$ cat src/rtl/lfsr_pkg.sv
// lfsr_pkg: constants shared by the LFSR stage and the sample FIFO.
//   RND_W          - width of the pseudo-random byte produced by the LFSR
//   FIFO_DEPTH_DEF - default number of FIFO entries
//   DROP_W         - width of the saturating drop counter
package lfsr_pkg;

  localparam int RND_W          = 8;
  localparam int FIFO_DEPTH_DEF = 4;
  localparam int DROP_W         = 8;

endpackage

$ cat src/rtl/lfsr_sample_fifo_if.sv
// lfsr_sample_fifo_if: valid/ready stream that carries captured samples to the consumer.
//   out_valid - source has a head entry
//   out_ready - sink takes the head entry this cycle
//   out_data  - head entry, meaningful only while out_valid=1
//
// Handshake: a transfer happens on a rising clk edge where out_valid && out_ready.
// out_data is stable while out_valid=1 and no transfer has happened; out_ready
// is ignored while out_valid=0.
interface lfsr_sample_fifo_if;
  import lfsr_pkg::*;

  logic             out_valid;
  logic             out_ready;
  logic [RND_W-1:0] out_data;

  modport master (output out_valid, output out_data, input out_ready);
  modport slave  (input out_valid, input out_data, output out_ready);

endinterface

$ cat src/rtl/lfsr_sample_fifo_btn_edge_sync.sv
// btn_edge_sync: turns the raw asynchronous capture button into a single-cycle pulse.
//   clk, rst  - clock, synchronous active-high reset
//   btn       - raw button level (asynchronous)
//   cap_pulse - one cycle high per accepted press
//
// The button passes through a two-flop synchroniser; a rising edge of the
// (optionally filtered) level is detected against a one-cycle delayed copy.
// cap_pulse is combinational from registers, so a press written on the
// FIFO's next edge lands 3 edges after the button rises.
//
// Build option CAP_DEBOUNCE_EN: the synchronised level must stay at a new
// value for DB_CYCLES consecutive cycles before the filtered level follows it.
module btn_edge_sync #(
  parameter int DB_CYCLES = 16
) (
  input  logic clk,
  input  logic rst,
  input  logic btn,
  output logic cap_pulse
);

  logic sync_1;
  logic sync_2;
  logic level;
  logic level_d;

  always_ff @(posedge clk) begin
    if (rst) begin
      sync_1 <= 1'b0;
      sync_2 <= 1'b0;
    end else begin
      sync_1 <= btn;
      sync_2 <= sync_1;
    end
  end

`ifdef CAP_DEBOUNCE_EN
  localparam int CNT_W = $clog2(DB_CYCLES + 1);

  logic [CNT_W-1:0] db_cnt;
  logic             filt;

  // db_cnt counts consecutive cycles where sync_2 disagrees with filt; any
  // agreement restarts the count, so short glitches never reach the limit.
  always_ff @(posedge clk) begin
    if (rst) begin
      db_cnt <= '0;
      filt   <= 1'b0;
    end else if (sync_2 == filt) begin
      db_cnt <= '0;
    end else if (db_cnt == CNT_W'(DB_CYCLES - 1)) begin
      db_cnt <= '0;
      filt   <= sync_2;
    end else begin
      db_cnt <= db_cnt + 1'b1;
    end
  end

  assign level = filt;
`else
  assign level = sync_2;
`endif

  always_ff @(posedge clk) begin
    if (rst) begin
      level_d <= 1'b0;
    end else begin
      level_d <= level;
    end
  end

  assign cap_pulse = level & ~level_d;

endmodule

$ cat src/rtl/lfsr_sample_fifo.sv
// lfsr_sample_fifo: snapshots the LFSR byte on a capture press and queues it.
//   clk, rst  - clock, synchronous active-high reset
//   rnd_in    - pseudo-random byte from the LFSR stage
//   cap_btn   - raw asynchronous capture button
//   out_bus   - valid/ready stream of captured bytes (show-ahead head entry)
//   count     - occupancy 0..DEPTH
//   full      - count == DEPTH
//   drop_cnt  - captures lost to a full FIFO, saturating at all-ones
//
// Build option CAP_DEBOUNCE_EN enables the button debounce filter in
// btn_edge_sync (DB_CYCLES stable cycles).
module lfsr_sample_fifo
  import lfsr_pkg::*;
#(
  parameter  int DEPTH     = FIFO_DEPTH_DEF,
  localparam int PTR_W     = $clog2(DEPTH),
  parameter  int DB_CYCLES = 16
) (
  input  logic                     clk,
  input  logic                     rst,
  input  logic [RND_W-1:0]         rnd_in,
  input  logic                     cap_btn,
  lfsr_sample_fifo_if.master       out_bus,
  output logic [PTR_W:0]           count,
  output logic                     full,
  output logic [DROP_W-1:0]        drop_cnt
);

  logic [RND_W-1:0] mem [DEPTH];
  logic [PTR_W-1:0] wr_ptr;
  logic [PTR_W-1:0] rd_ptr;
  logic             cap_pulse;
  logic             empty;
  logic             push;
  logic             pop;
  logic             drop;

  btn_edge_sync #(
    .DB_CYCLES (DB_CYCLES)
  ) u_btn_edge_sync (
    .clk       (clk),
    .rst       (rst),
    .btn       (cap_btn),
    .cap_pulse (cap_pulse)
  );

  assign empty = (count == '0);
  assign full  = (count == (PTR_W+1)'(DEPTH));

  // A pop in the same cycle frees the slot, so a capture at full is still
  // accepted; only a capture at full without a pop is dropped.
  assign pop  = !empty && out_bus.out_ready;
  assign push = cap_pulse && (!full || pop);
  assign drop = cap_pulse && full && !pop;

  // DEPTH is a power of two, so pointers wrap DEPTH-1 -> 0 by overflow.
  always_ff @(posedge clk) begin
    if (rst) begin
      wr_ptr <= '0;
      rd_ptr <= '0;
      count  <= '0;
      for (int i = 0; i < DEPTH; i++) begin
        mem[i] <= '0;
      end
    end else begin
      if (push) begin
        mem[wr_ptr] <= rnd_in;
        wr_ptr      <= wr_ptr + 1'b1;
      end
      if (pop) begin
        rd_ptr <= rd_ptr + 1'b1;
      end
      case ({push, pop})
        2'b10:   count <= count + 1'b1;
        2'b01:   count <= count - 1'b1;
        default: count <= count;
      endcase
    end
  end

  always_ff @(posedge clk) begin
    if (rst) begin
      drop_cnt <= '0;
    end else if (drop && (drop_cnt != '1)) begin
      drop_cnt <= drop_cnt + 1'b1;
    end
  end

  assign out_bus.out_valid = !empty;
  assign out_bus.out_data  = mem[rd_ptr];

endmodule

$ cat src/flat_wrapper.sv
// flat-port wrapper written by rule: the top's interface ports become plain ports
module lfsr_sample_fifo_flat import lfsr_pkg::*;
#(
  parameter  int DEPTH     = FIFO_DEPTH_DEF,
  localparam int PTR_W     = $clog2(DEPTH),
  parameter  int DB_CYCLES = 16
)
  (clk, rst, rnd_in, cap_btn, count, full, drop_cnt, out_bus_out_valid, out_bus_out_data, out_bus_out_ready);
  lfsr_sample_fifo_if out_bus_i ();
  input  logic clk;
  input  logic rst;
  input  logic [RND_W-1:0] rnd_in;
  input  logic cap_btn;
  output logic [PTR_W:0] count;
  output logic full;
  output logic [DROP_W-1:0] drop_cnt;
  output wire logic [$bits(out_bus_i.out_valid)-1:0] out_bus_out_valid;
  output wire logic [$bits(out_bus_i.out_data)-1:0] out_bus_out_data;
  input wire logic [$bits(out_bus_i.out_ready)-1:0] out_bus_out_ready;
  assign out_bus_out_valid = out_bus_i.out_valid;
  assign out_bus_out_data = out_bus_i.out_data;
  assign out_bus_i.out_ready = out_bus_out_ready;
  lfsr_sample_fifo #(.DEPTH(DEPTH), .DB_CYCLES(DB_CYCLES)) u_core (.clk(clk), .rst(rst), .rnd_in(rnd_in), .cap_btn(cap_btn), .out_bus(out_bus_i), .count(count), .full(full), .drop_cnt(drop_cnt));
endmodule
$ cat config.mk
export PLATFORM = sky130hd
export DESIGN_NAME = lfsr_sample_fifo_flat
export DESIGN_NICKNAME = d
export VERILOG_FILES = /design/src/rtl/lfsr_pkg.sv /design/src/rtl/lfsr_sample_fifo_if.sv /design/src/rtl/lfsr_sample_fifo_btn_edge_sync.sv /design/src/rtl/lfsr_sample_fifo.sv /design/src/flat_wrapper.sv
export SDC_FILE = /design/constraint.sdc
export NUM_CORES = 1
export LEC_CHECK = 0
export CAP_MARGIN = 25
export CORE_MARGIN = 1
export CORE_UTILIZATION = 53
export CTS_CLUSTER_SIZE = 16
export DETAILED_ROUTE_END_ITERATION = 8
export GPL_TIMING_DRIVEN = 0
export PLACE_DENSITY = 0.74
export SLEW_MARGIN = 10
export SYNTH_ARGS = -nofsm -noshare
export SYNTH_HDL_FRONTEND = slang
export SYNTH_SLANG_ARGS = --single-unit
$ cat constraint.sdc
create_clock -name clk -period 2.47 [get_ports clk]
set_input_delay 0.3705 -clock clk [delete_from_list [all_inputs] [get_ports clk]]
set_output_delay 0.3705 -clock clk [all_outputs]
set_load 0.02 [all_outputs]
Word level (Yosys, flattened, before mapping)
Memories as Yosys holds them, arrays and structs flattened. A register that Yosys moved wholly into a read port is not among the register bits.
Index checks and enable logic that the tools add are counted.
{"block": "word_totals", "ff_bits": 18, "latch_bits": 0, "mem_bits_rw": 32, "rom_bits": 0, "input_bits": 12, "elab_cells": 42, "memories": 1}
{"block": "classes", "n_addsub": 5, "multipliers": 0, "div_mod_pow": 0, "order_cmp": 0, "eq_ne": 4, "shifts": 0, "mux": 11, "n_bitwise": 2, "n_reduce_logical": 12}
{"name": "u_core.mem", "depth": 4, "width": 8, "rd": 1, "rd_clocked_by_memory_dff": 1, "wr": 4, "line_no": "lfsr_sample_fifo.sv:29", "rtl": "logic [RND_W-1:0] mem [DEPTH];"}
{"operator": "$add A8 B1 Y8 const B", "n": 1}
{"operator": "$mux W8", "n": 1}
{"operator": "$ne A8 B8 Y1 const B", "n": 1}
{"operator": "$reduce_or A8 Y1", "n": 1}
{"operator": "$mux W1", "n": 6}
{"operator": "$mux W2", "n": 3}
{"operator": "$pmux W3 S2", "n": 1}
{"operator": "$logic_and A1 B1 Y1", "n": 5}
{"operator": "$add A2 B1 Y2 const B", "n": 2}
{"operator": "$add A3 B1 Y3 const B", "n": 1}
{"operator": "$eq A3 B3 Y1 const B", "n": 1}
{"operator": "$logic_not A1 Y1", "n": 3}
{"operator": "$logic_not A3 Y1", "n": 1}
{"operator": "$sub A3 B1 Y3 const B", "n": 1}
{"operator": "$eq A2 B1 Y1 const B", "n": 1}
{"operator": "$eq A2 B2 Y1 const B", "n": 1}
{"operator": "$reduce_bool A2 Y1", "n": 1}
{"operator": "$and A1 B1 Y1", "n": 1}
{"operator": "$logic_or A1 B1 Y1", "n": 1}
{"operator": "$not A1 Y1", "n": 1}

Depth between registers and ports, before layout
Gate-level depths: netlist (run 1).
{"block": "logic_depth", "word_depth": 10, "mapped_depth": 9}

Hierarchy
From an unflattened synthesis (run 1), not the netlist that was laid out.
{"block": "unflattened", "hier_cells": 201, "area_unflattened_um2": 2388.5}
{"mod": "lfsr_sample_fifo", "instances": 1, "cells_per_inst": 194, "area_per_inst_um2": 2301.0, "seq_area_each_um2": 1301.2}
{"mod": "btn_edge_sync", "instances": 1, "cells_per_inst": 7, "area_per_inst_um2": 87.6, "seq_area_each_um2": 60.1}

Worst setup path before layout (run 1)
No wires, ideal clock.
{"block": "synth_timing", "path_kind": "register -> register", "from": "register u_core.count[2]", "to": "register u_core.count[2]", "t_arrival_ns": 2.248, "t_required_ns": 2.400, "slack_ns": 0.152, "path_stages_with_launch": 10, "path_buffers": 0, "path_cell_list": "dfxtp_1 nor4b_4 and2b_2 inv_1 ha_1 inv_1 fa_1 xor2_1 or3_1 a21oi_1"}
{"block": "synth_between", "elab_chain_len": 7, "elab_cells_between_ends": 13}
{"item": "from (decl)", "line_no": "lfsr_sample_fifo.sv:24", "rtl": "output logic [PTR_W:0] count,"}
{"item": "from (signal assigned)", "line_no": "lfsr_sample_fifo.sv:74", "rtl": "2'b10: count <= count + 1'b1;"}
{"item": "from (signal assigned)", "line_no": "lfsr_sample_fifo.sv:75", "rtl": "2'b01: count <= count - 1'b1;"}
{"item": "from (signal assigned)", "line_no": "lfsr_sample_fifo.sv:76", "rtl": "default: count <= count;"}
{"item": "$logic_not A3 Y1", "line_no": "lfsr_sample_fifo.sv:47", "rtl": "assign empty = (count == '0);"}
{"item": "$logic_not A1 Y1", "line_no": "lfsr_sample_fifo.sv:52", "rtl": "assign pop = !empty && out_bus.out_ready;"}
{"item": "$logic_and A1 B1 Y1", "line_no": "lfsr_sample_fifo.sv:52"}
{"item": "$logic_or A1 B1 Y1", "line_no": "lfsr_sample_fifo.sv:53", "rtl": "assign push = cap_pulse && (!full || pop);"}
{"item": "$logic_and A1 B1 Y1", "line_no": "lfsr_sample_fifo.sv:53"}
{"item": "$eq A2 B1 Y1 / $eq A2 B2 Y1 (equally long branches)", "line_no": "lfsr_sample_fifo.sv:73", "rtl": "case ({push, pop})"}
{"item": "$pmux W3 S2 / $reduce_bool A2 Y1 (equally long branches)"}
Several ways; a longest one is shown, not always the timed one.
A chain may end at the register's enable or synchronous reset.

==> results of run 1 <==
## registers in the layout, indices dropped and copies added, names as in the netlist, named ones only
name / flops
u_core.u_btn_edge_sync.level_d: 1
u_core.mem: 32
u_core.rd_ptr: 2
u_core.count: 3
u_core.wr_ptr: 2
u_core.drop_cnt: 8
u_core.u_btn_edge_sync.sync_1: 1
u_core.u_btn_edge_sync.level: 1
## cell usage in the layout, fill, tap and decap left out, drive strengths merged
| master | synthesis | routed |
|---|---|---|
| and2 | 32 | 32 |
| edfxtp | 32 | 32 |
| clkdlybuf4s50 | 0 | 31 |
| dfxtp | 20 | 20 |
| nor2 | 10 | 10 |
| clkbuf | 4 | 10 |
| mux4 | 8 | 8 |
| a21oi | 8 | 8 |
| inv | 6 | 6 |
| xor2 | 5 | 5 |
| or3 | 5 | 5 |
| nand3 | 4 | 4 |
| o21ai | 4 | 4 |
| nand2 | 3 | 3 |
| nor2b | 3 | 3 |
| o31ai | 3 | 3 |
| or4 | 3 | 3 |
| nor3b | 3 | 3 |
| clkinv | 0 | 3 |
| buf | 3 | 3 |
| and3 | 2 | 2 |
| a31o | 2 | 2 |
| xnor2 | 2 | 2 |
| ha | 2 | 2 |
| and2b | 2 | 2 |
| o31a | 1 | 1 |
| nor4b | 1 | 1 |
| or2 | 1 | 1 |
| nand3b | 1 | 1 |
| o21bai | 1 | 1 |
| nand4 | 1 | 1 |
| o211ai | 1 | 1 |
| mux2i | 1 | 1 |
| fa | 1 | 1 |
| dlymetal6s2s | 0 | 1 |
## repair_timing
item / CTS / global route
pin swaps: 0 / 1
gates resized for setup: 1 / 2
setup buffers: 0 / 2
setup endpoints to repair: 8 / 9
## worst max path at each step
| stage | start | end | cells after the start |
|---|---|---|---|
| after floorplan | u_core.count[2] | u_core.count[2] | 9 |
| after global placement | out_bus_out_ready | u_core.mem[0][7] | 5 |
| after detailed placement | out_bus_out_ready | u_core.mem[0][4] | 5 |
| after CTS | register | out_bus_out_data[2] | 3 |
| after global routing | u_core.count[0] | u_core.count[2] | 9 |
| final | register | out_bus_out_data[2] | 3 |
## worst register-to-register path, delay by kind of cell (launching register included)
kind,cells,cell delay [ps]
DFF,1,390
buffers and inverters,2,120
xor gates and xnor gates,1,160
and+or+nand+nor,3,900
AOI/OAI and AO/OA,1,130
adders and majority gates,2,540
## cell families (layout without fill, tap and decap cells)
family                     count (synthesis)  in the layout
and+or+nand+nor                           71             71
DFF                                       52             52
AOI/OAI and AO/OA                         20             20
buffers and inverters                     13             54
muxes                                      9              9
xor gates and xnor gates                   7              7
adders and majority gates                  3              3
## metrics by stage
| stage | setup TNS (ps) | util | worst slack [ps] | hold WS (ps) | area (sq um) |
|---|---|---|---|---|---|
| final | 0 | 0.681 | 121 | 446 | 2780 |
| after CTS | 0 | 0.677 | 8.99 | 452 | 2770 |
| after detailed placement | -3430 | 0.654 | -371 | 432 | 2670 |
| after global routing | 0 | 0.681 | 30.0 | 468 | 2780 |
| after floorplan | 0 | - | 152 | 414 | 2290 |
| after global placement | -3460 | 0.654 | -371 | 424 | 2670 |
## power groups by stage
| stage | clock (W) | sequential [W] | combinational (W) |
|---|---|---|---|
| after floorplan | 0 | 0.00103 | 0.000258 |
| after detailed placement | 0 | 0.00103 | 0.000434 |
| final | 0.000479 | 0.00101 | 0.000431 |
| after global placement | 0 | 0.00102 | 0.000421 |
| after CTS | 0.000483 | 0.00101 | 0.000437 |
| after global routing | 0.000519 | 0.00102 | 0.000470 |
## metal layers
layer	GRT usage	vias to the layer above
met5	0	-
met4	0.0798	0
met3	0.0574	7
met2	0.405	23
met1	0.249	714
li1	-	709
## final cells by class
type	count	area (sq um)	share of cell area
repair buffers	34	338	0.121
clock buffers	5	68.8	0.0247
plain buffers	6	33.8	0.0121
clock inverters	3	18.8	0.00675
inverters	6	22.5	0.00810
well taps	50	62.6	0.0225
flip-flops and latches	52	1360	0.489
multi-input cells	110	876	0.315
==> flow_summary.ini, run 1 <==
[outcome]
outcome = completed

[detailed_routing]
avgRoutedWirePerCell_microns = 16.7
drt_pass1_iterations = 4
top_layer_used = met4
wirelength_mm = 4.43
wl_met3_microns = 126
wl_met2_mm = 2.44
viasPerCell = 5.46
ant_nets = 0
vias = 1453
wirelength_met1_mm = 1.80
initialDrtViolationCount = 58
drc = 0

[worst_setup_path]
crit_chain = clkbuf_4 > mux4_2 > clkdlybuf4s50_1
start_kind = register
endpoint_kind = primary output
path_class = reg2out
cp_slowest_cell = clkdlybuf4s50_1
slowest_delay_ps = 560
reg2reg_from = u_core.count[0]
regToRegEndpoint = u_core.count[2]
ff2ff_path_depth = 9
arrival_ps = 1980
cp.required_ps = 2100
cpLargestDelayFamily = buffers and inverters
rrSetupSlack_ps = 170
path_buf_inv = 2
path_max_fanout = 8

[sta]
min_period_ps = 2350
worst_pin_slew_ps = 925
fin_skew_ps = 14.8
max_freq_mhz = 426
finalHoldViolations = 0
min_period_over_period = 0.951
maxSlewViolCount = 0
setup_viol = 0
relSlewSlack = 0.382
rsz0062_at_grt = no

[logic_synthesis]
syn_nets = 190
synth-simple-area-share = 0.194
synth_cell_types = 37
yosysSeqAreaShare = 0.595
synth.largest_area_cell = edfxtp_1
muxShareOfSynthArea = 0.0831
synth-edff-count = 32
syn_area_per_cell_sq_um = 13.1
synth_top_family_by_area = simple AND/OR/NAND/NOR gates
synth_commonest_cells = and2_1 (32), edfxtp_1 (32), dfxtp_1 (20)
netlist_area_sq_mm = 0.00229
synth-xor-area-share = 0.0268
synth_top_area_frac = 0.420
yosys_warnings = 0
synth.area.top_cells = edfxtp_1 (42%), dfxtp_1 (17%), and2_1 (8.7%)
async_flop_share = 0
synth_flop_cell = edfxtp_1
synth_compound_area_frac = 0.0568
ys_ff_latch = 52
synthCells = 175
synth_fa_ha_area_frac = 0.0197

[min_path]
hold_start = u_core.u_btn_edge_sync.sync_1
hold_depth = 1
min_to = u_core.u_btn_edge_sync.level
hp-class = reg2reg

[clocking]
cts_buffers = 5
clock_latency_ps = 320
clock-root-buffer = clkbuf_8
htree_levels = 2
clk_pin_slew_ps = 80
ctsHoldBuffers = 0
cts_tree = built
cts.sinks = 52
max-clock-path-buffers = 2

[floorplan]
die_height_microns = 67.7
start_util = 0.560
chipWidth_microns = 67.7
dieArea_sq_mm = 0.00459
num_rows = 23
ioPinCount = 33
core_area_sq_mm = 0.00409

[placed_design]
globalplace.congestion = 0.741
dp_hpwl_mm = 3.17
io_buffers = 32
placed_cells = 257

[cells_and_area]
fin_cells = 266
n_antenna_cell = 0
final_nets = 230
drive_gt1_frac = 0.144
fillers = 304
area.growth.synth_to_final_pct = 21.5

[pwr]
comb_power_share = 0.225
power.internal_w = 0.00139
vdd_drop_max_mv = 0.460
power.density_mw_per_mm2 = 690
switching_share = 0.276
total_power_w = 0.00192
seqPwrFrac = 0.526
power.switching_w = 0.000530
leakagePower_nw = 0.995
clockPowerShare = 0.250

[grt]
track_usage = 0.223
grt_pass1_vias = 1483
grt_overflow = 0
grt_max_degree = 17
grt_pass1_wl_mm = 7.11
antenna_found_initial = 0

[run]
drv_cap = 0
Note: power is estimated with default switching activity, not from simulation.
==> inputs of run 2 (changes only) <==
--- a/config.mk
+++ b/config.mk
@@ -5,13 +5,13 @@
 export SDC_FILE = /design/constraint.sdc
 export NUM_CORES = 1
 export LEC_CHECK = 0
+export ABC_CLOCK_PERIOD_IN_PS = 2470
 export CAP_MARGIN = 25
 export CORE_MARGIN = 1
-export CORE_UTILIZATION = 53
+export CORE_UTILIZATION = 45
 export CTS_CLUSTER_SIZE = 16
 export DETAILED_ROUTE_END_ITERATION = 8
-export GPL_TIMING_DRIVEN = 0
-export PLACE_DENSITY = 0.74
+export PLACE_DENSITY = 0.64
 export SLEW_MARGIN = 10
 export SYNTH_ARGS = -nofsm -noshare
 export SYNTH_HDL_FRONTEND = slang
==> flow_summary.ini, run 2 (synthesis results as in run 1) <==
[cells_and_area]
utilization = 0.593
largest_reg_flops = 32
largest_register = u_core.mem
n_antenna_cell = 0
layout_common_cells = and2_1 (32), clkdlybuf4s50_1 (32), edfxtp_1 (32)
drive_gt1_frac = 0.169
top_regs = u_core.mem (32), u_core.drop_cnt (8), u_core.count (3)
fillers = 430
final_nets = 233
fin_cells = 286
area.growth.synth_to_final_pct = 24.8
design_area_sq_mm = 0.00286

[grt]
grt_pass1_vias = 1562
grt_overflow = 0
grt_pass1_wl_mm = 7.26
antenna_found_initial = 0
track_usage = 0.186
grt_max_degree = 24

[run]
drv_cap = 0

[worst_setup_path]
path_max_fanout = 2
arrival_ps = 2580
endpoint_kind = register
start_kind = input pin
cp.required_ps = 2710
path_class = in2reg

[floorplan]
start_util = 0.475
core_area_sq_mm = 0.00482
die_height_microns = 73.3
num_rows = 25
chipWidth_microns = 73.3
ioPinCount = 33
dieArea_sq_mm = 0.00538

[clocking]
ctsHoldBuffers = 0
cts_buffers = 5
clock_latency_ps = 310
htree_levels = 2
cts.sinks = 52
clk_pin_slew_ps = 90
cts_tree = built
cts_setup_buffers = 0
clock-root-buffer = clkbuf_8
cts_resized = 0
max-clock-path-buffers = 2

[placed_design]
dp_hpwl_mm = 3.16
io_buffers = 32
place_area_sq_mm = 0.00274
post-place-ws_ps = -197
placed_cells = 278
globalplace.congestion = 0.793

[detailed_routing]
avgRoutedWirePerCell_microns = 16.0
vias = 1463
viasPerCell = 5.12
wirelength_mm = 4.58
drc = 0
initialDrtViolationCount = 37
drt_pass1_iterations = 4
ant_nets = 0

[sta]
min_period_over_period = 0.946
setup_viol = 0
min_period_ps = 2340
maxSlewViolCount = 0
max_freq_mhz = 428
tns_ps = 0
finalHoldViolations = 0
fin_skew_ps = 10.4
relSlewSlack = 0.641
setup_ws_ps = 133
rsz0062_at_grt = no
worst_pin_slew_ps = 537

[pwr]
power.density_mw_per_mm2 = 719
vdd_drop_max_mv = 0.434
leakagePower_nw = 1.02

[min_path]
hp-class = reg2reg

[outcome]
outcome = completed
## run 2: changes by cell type in the layout (fill, tap and decap cells not counted), sizes merged
cell | before | now
buf | 3 | 11
bufinv | 0 | 1
clkbuf | 10 | 5
clkdlybuf4s50 | 31 | 32
clkinv | 3 | 0
clkinvlp | 0 | 1
dlymetal6s2s | 1 | 0
inv | 6 | 7
## run 2: final timing paths
check | from | to | slack, ps | cells after the start
max | out_bus_out_ready | u_core.count[2] | 130 | 10
min | u_core.u_btn_edge_sync.sync_1 | u_core.u_btn_edge_sync.level | 470 | 1
max reg2reg | u_core.count[0] | u_core.count[2] | 210 | 9
min reg2reg | u_core.u_btn_edge_sync.sync_1 | u_core.u_btn_edge_sync.level | 470 | 1
## run 2: final cells by class
class	count	area (sq um)	area share
Sequential cell	52	1360	0.477
Tap cell	67	83.8	0.0293
Timing Repair Buffer	43	403	0.141
Clock inverter	3	46.3	0.0162
Inverter	6	22.5	0.00788
Clock buffer	5	68.8	0.0241
Multi-Input combinational cell	110	871	0.305
## run 2: metal layers
| metal | vias to the layer above | share of wire | track usage |
|---|---|---|---|
| li1 | 715 | - | - |
| met1 | 704 | 0.43 | 0.216 |
| met2 | 37 | 0.51 | 0.330 |
| met3 | 7 | 0.043 | 0.0370 |
| met4 | 0 | 0.017 | 0.0855 |
| met5 | - | 0 | 0 |
## run 2: where the power goes
part | internal [W] | switching, W | leakage (nW)
clock | 0.000306 | 0.000292 | 0.0548
sequential | 0.000969 | 0.0000405 | 0.491
combinational | 0.000237 | 0.000209 | 0.474
## run 2: through the flow
step           hold WS (ps)  power (W)
3_3_place_gp            428    0.00147
3_5_place_dp            453    0.00148
4_1_cts                 467    0.00207
6_report                469    0.00205
2_1_floorplan           414    0.00129
5_1_grt                 475    0.00214
## run 2: critical path, stage by stage
cell and delay, ps:
clkdlybuf4s50_1 460, nor4b_4 240, and2b_2 250, inv_1 50, ha_1 160, inv_1 60, fa_1 380, xor2_1 160
or3_1 300, a21oi_1 130
==> inputs of run 3 (changes only) <==
--- a/config.mk
+++ b/config.mk
@@ -8,10 +8,10 @@
 export ABC_CLOCK_PERIOD_IN_PS = 2470
 export CAP_MARGIN = 25
 export CORE_MARGIN = 1
-export CORE_UTILIZATION = 45
+export CORE_UTILIZATION = 53
 export CTS_CLUSTER_SIZE = 16
 export DETAILED_ROUTE_END_ITERATION = 8
-export PLACE_DENSITY = 0.64
+export PLACE_DENSITY = 0.74
 export SLEW_MARGIN = 10
 export SYNTH_ARGS = -nofsm -noshare
 export SYNTH_HDL_FRONTEND = slang
==> flow_summary.ini, run 3 (synthesis results as in run 1) <==
[cells_and_area]
area.growth.synth_to_final_pct = 23.2
drive_gt1_frac = 0.161
layout_common_cells = and2_1 (32), clkdlybuf4s50_1 (32), edfxtp_1 (32)
fillers = 304
top_regs = u_core.mem (32), u_core.drop_cnt (8), u_core.count (3)
final_nets = 232
largest_reg_flops = 32
n_antenna_cell = 0
largest_register = u_core.mem

[detailed_routing]
avgRoutedWirePerCell_microns = 16.2
drc = 0
viasPerCell = 5.37
drt_pass1_iterations = 4
initialDrtViolationCount = 100
ant_nets = 0
vias = 1440
wirelength_mm = 4.34

[floorplan]
num_rows = 23
chipWidth_microns = 67.7
ioPinCount = 33
start_util = 0.560
die_height_microns = 67.7
core_area_sq_mm = 0.00409
dieArea_sq_mm = 0.00459

[clocking]
htree_levels = 2
max-clock-path-buffers = 2
cts_setup_buffers = 0
clock_latency_ps = 300
cts_tree = built
clock-root-buffer = clkbuf_8
cts.sinks = 52
cts_resized = 0
cts_buffers = 5
clk_pin_slew_ps = 90
ctsHoldBuffers = 0

[grt]
grt_pass1_wl_mm = 7.14
antenna_found_initial = 0
track_usage = 0.220
grt_max_degree = 24
grt_overflow = 0
grt_pass1_vias = 1471

[sta]
holdWs_ps = 456
worst_pin_slew_ps = 535
max_freq_mhz = 422
rsz0062_at_grt = no
fin_skew_ps = 11.1
min_period_ps = 2370
setup_viol = 0
maxSlewViolCount = 0
finalHoldViolations = 0
min_period_over_period = 0.960
setup_ws_ps = 99.5
relSlewSlack = 0.642

[min_path]
hp-class = reg2reg

[outcome]
outcome = completed

[worst_setup_path]
arrival_ps = 2590
path_max_fanout = 2
cp.required_ps = 2690
endpoint_kind = register
start_kind = input pin
path_class = in2reg

[pwr]
power.density_mw_per_mm2 = 714
vdd_drop_max_mv = 0.410
leakagePower_nw = 1.02

[placed_design]
globalplace.congestion = 0.757
post-place-ws_ps = -167
io_buffers = 32
dp_hpwl_mm = 3.08

[run]
drv_cap = 0
[run 3: changes by cell type in the layout (fill, tap and decap cells not counted)]
cell,before,now
inv_6,1,0
clkinvlp_4,1,0
clkbuf_1,0,1
buf_4,11,10
clkinv_2,0,1
[run 3: final timing paths]
check                                start                      endpoint  slack (ps)  cells past startpoint
max                      out_bus_out_ready               u_core.count[2]         100                     10
min          u_core.u_btn_edge_sync.sync_1  u_core.u_btn_edge_sync.level         460                      1
max reg2reg                u_core.count[0]               u_core.count[2]         180                      9
min reg2reg  u_core.u_btn_edge_sync.sync_1  u_core.u_btn_edge_sync.level         460                      1
[run 3: critical path, stage by stage]
cell and delay [ps]:
clkdlybuf4s50_1 460, nor4b_4 240, and2b_2 250, inv_1 50, ha_1 160, inv_1 60, fa_1 370, xor2_1 160
or3_1 310, a21oi_1 180
[run 3: stage by stage]
step / setup TNS [ps] / area, sq um / cells / utilization / power (W)
floorplan: 0 / 2290 / 175 / - / 0.00129
global placement: -80.2 / 2710 / 260 / 0.664 / 0.00146
detailed placement: -167 / 2710 / 260 / 0.664 / 0.00147
CTS: 0 / 2820 / 268 / 0.690 / 0.00204
global route: 0 / 2820 / 268 / 0.690 / 0.00210
finish: 0 / 2820 / 268 / 0.690 / 0.00201
[run 3: final cells by class]
class / count / area, sq um / share of cell area
clock inverters: 2 / 35.0 / 0.0124
repair buffers: 42 / 395 / 0.140
multi-input cells: 110 / 871 / 0.309
inverters: 6 / 22.5 / 0.00799
well taps: 50 / 62.6 / 0.0222
clock buffers: 6 / 72.6 / 0.0257
flip-flops and latches: 52 / 1360 / 0.483
[run 3: report_power, final]
part	switching [W]	internal (W)	total [W]
registers	0.0000398	0.000969	0.00101
clock network	0.000265	0.000301	0.000566
logic	0.000208	0.000230	0.000438
[run 3: layer usage]
metal | wire length, microns | up-vias | global-route usage | part of all wire
met5 | 0 | - | 0 | 0
met4 | 65 | 0 | 0.0904 | 0.015
met2 | 2280 | 36 | 0.377 | 0.52
met1 | 1810 | 681 | 0.266 | 0.42
met3 | 192 | 7 | 0.0473 | 0.044
li1 | - | 716 | - | -
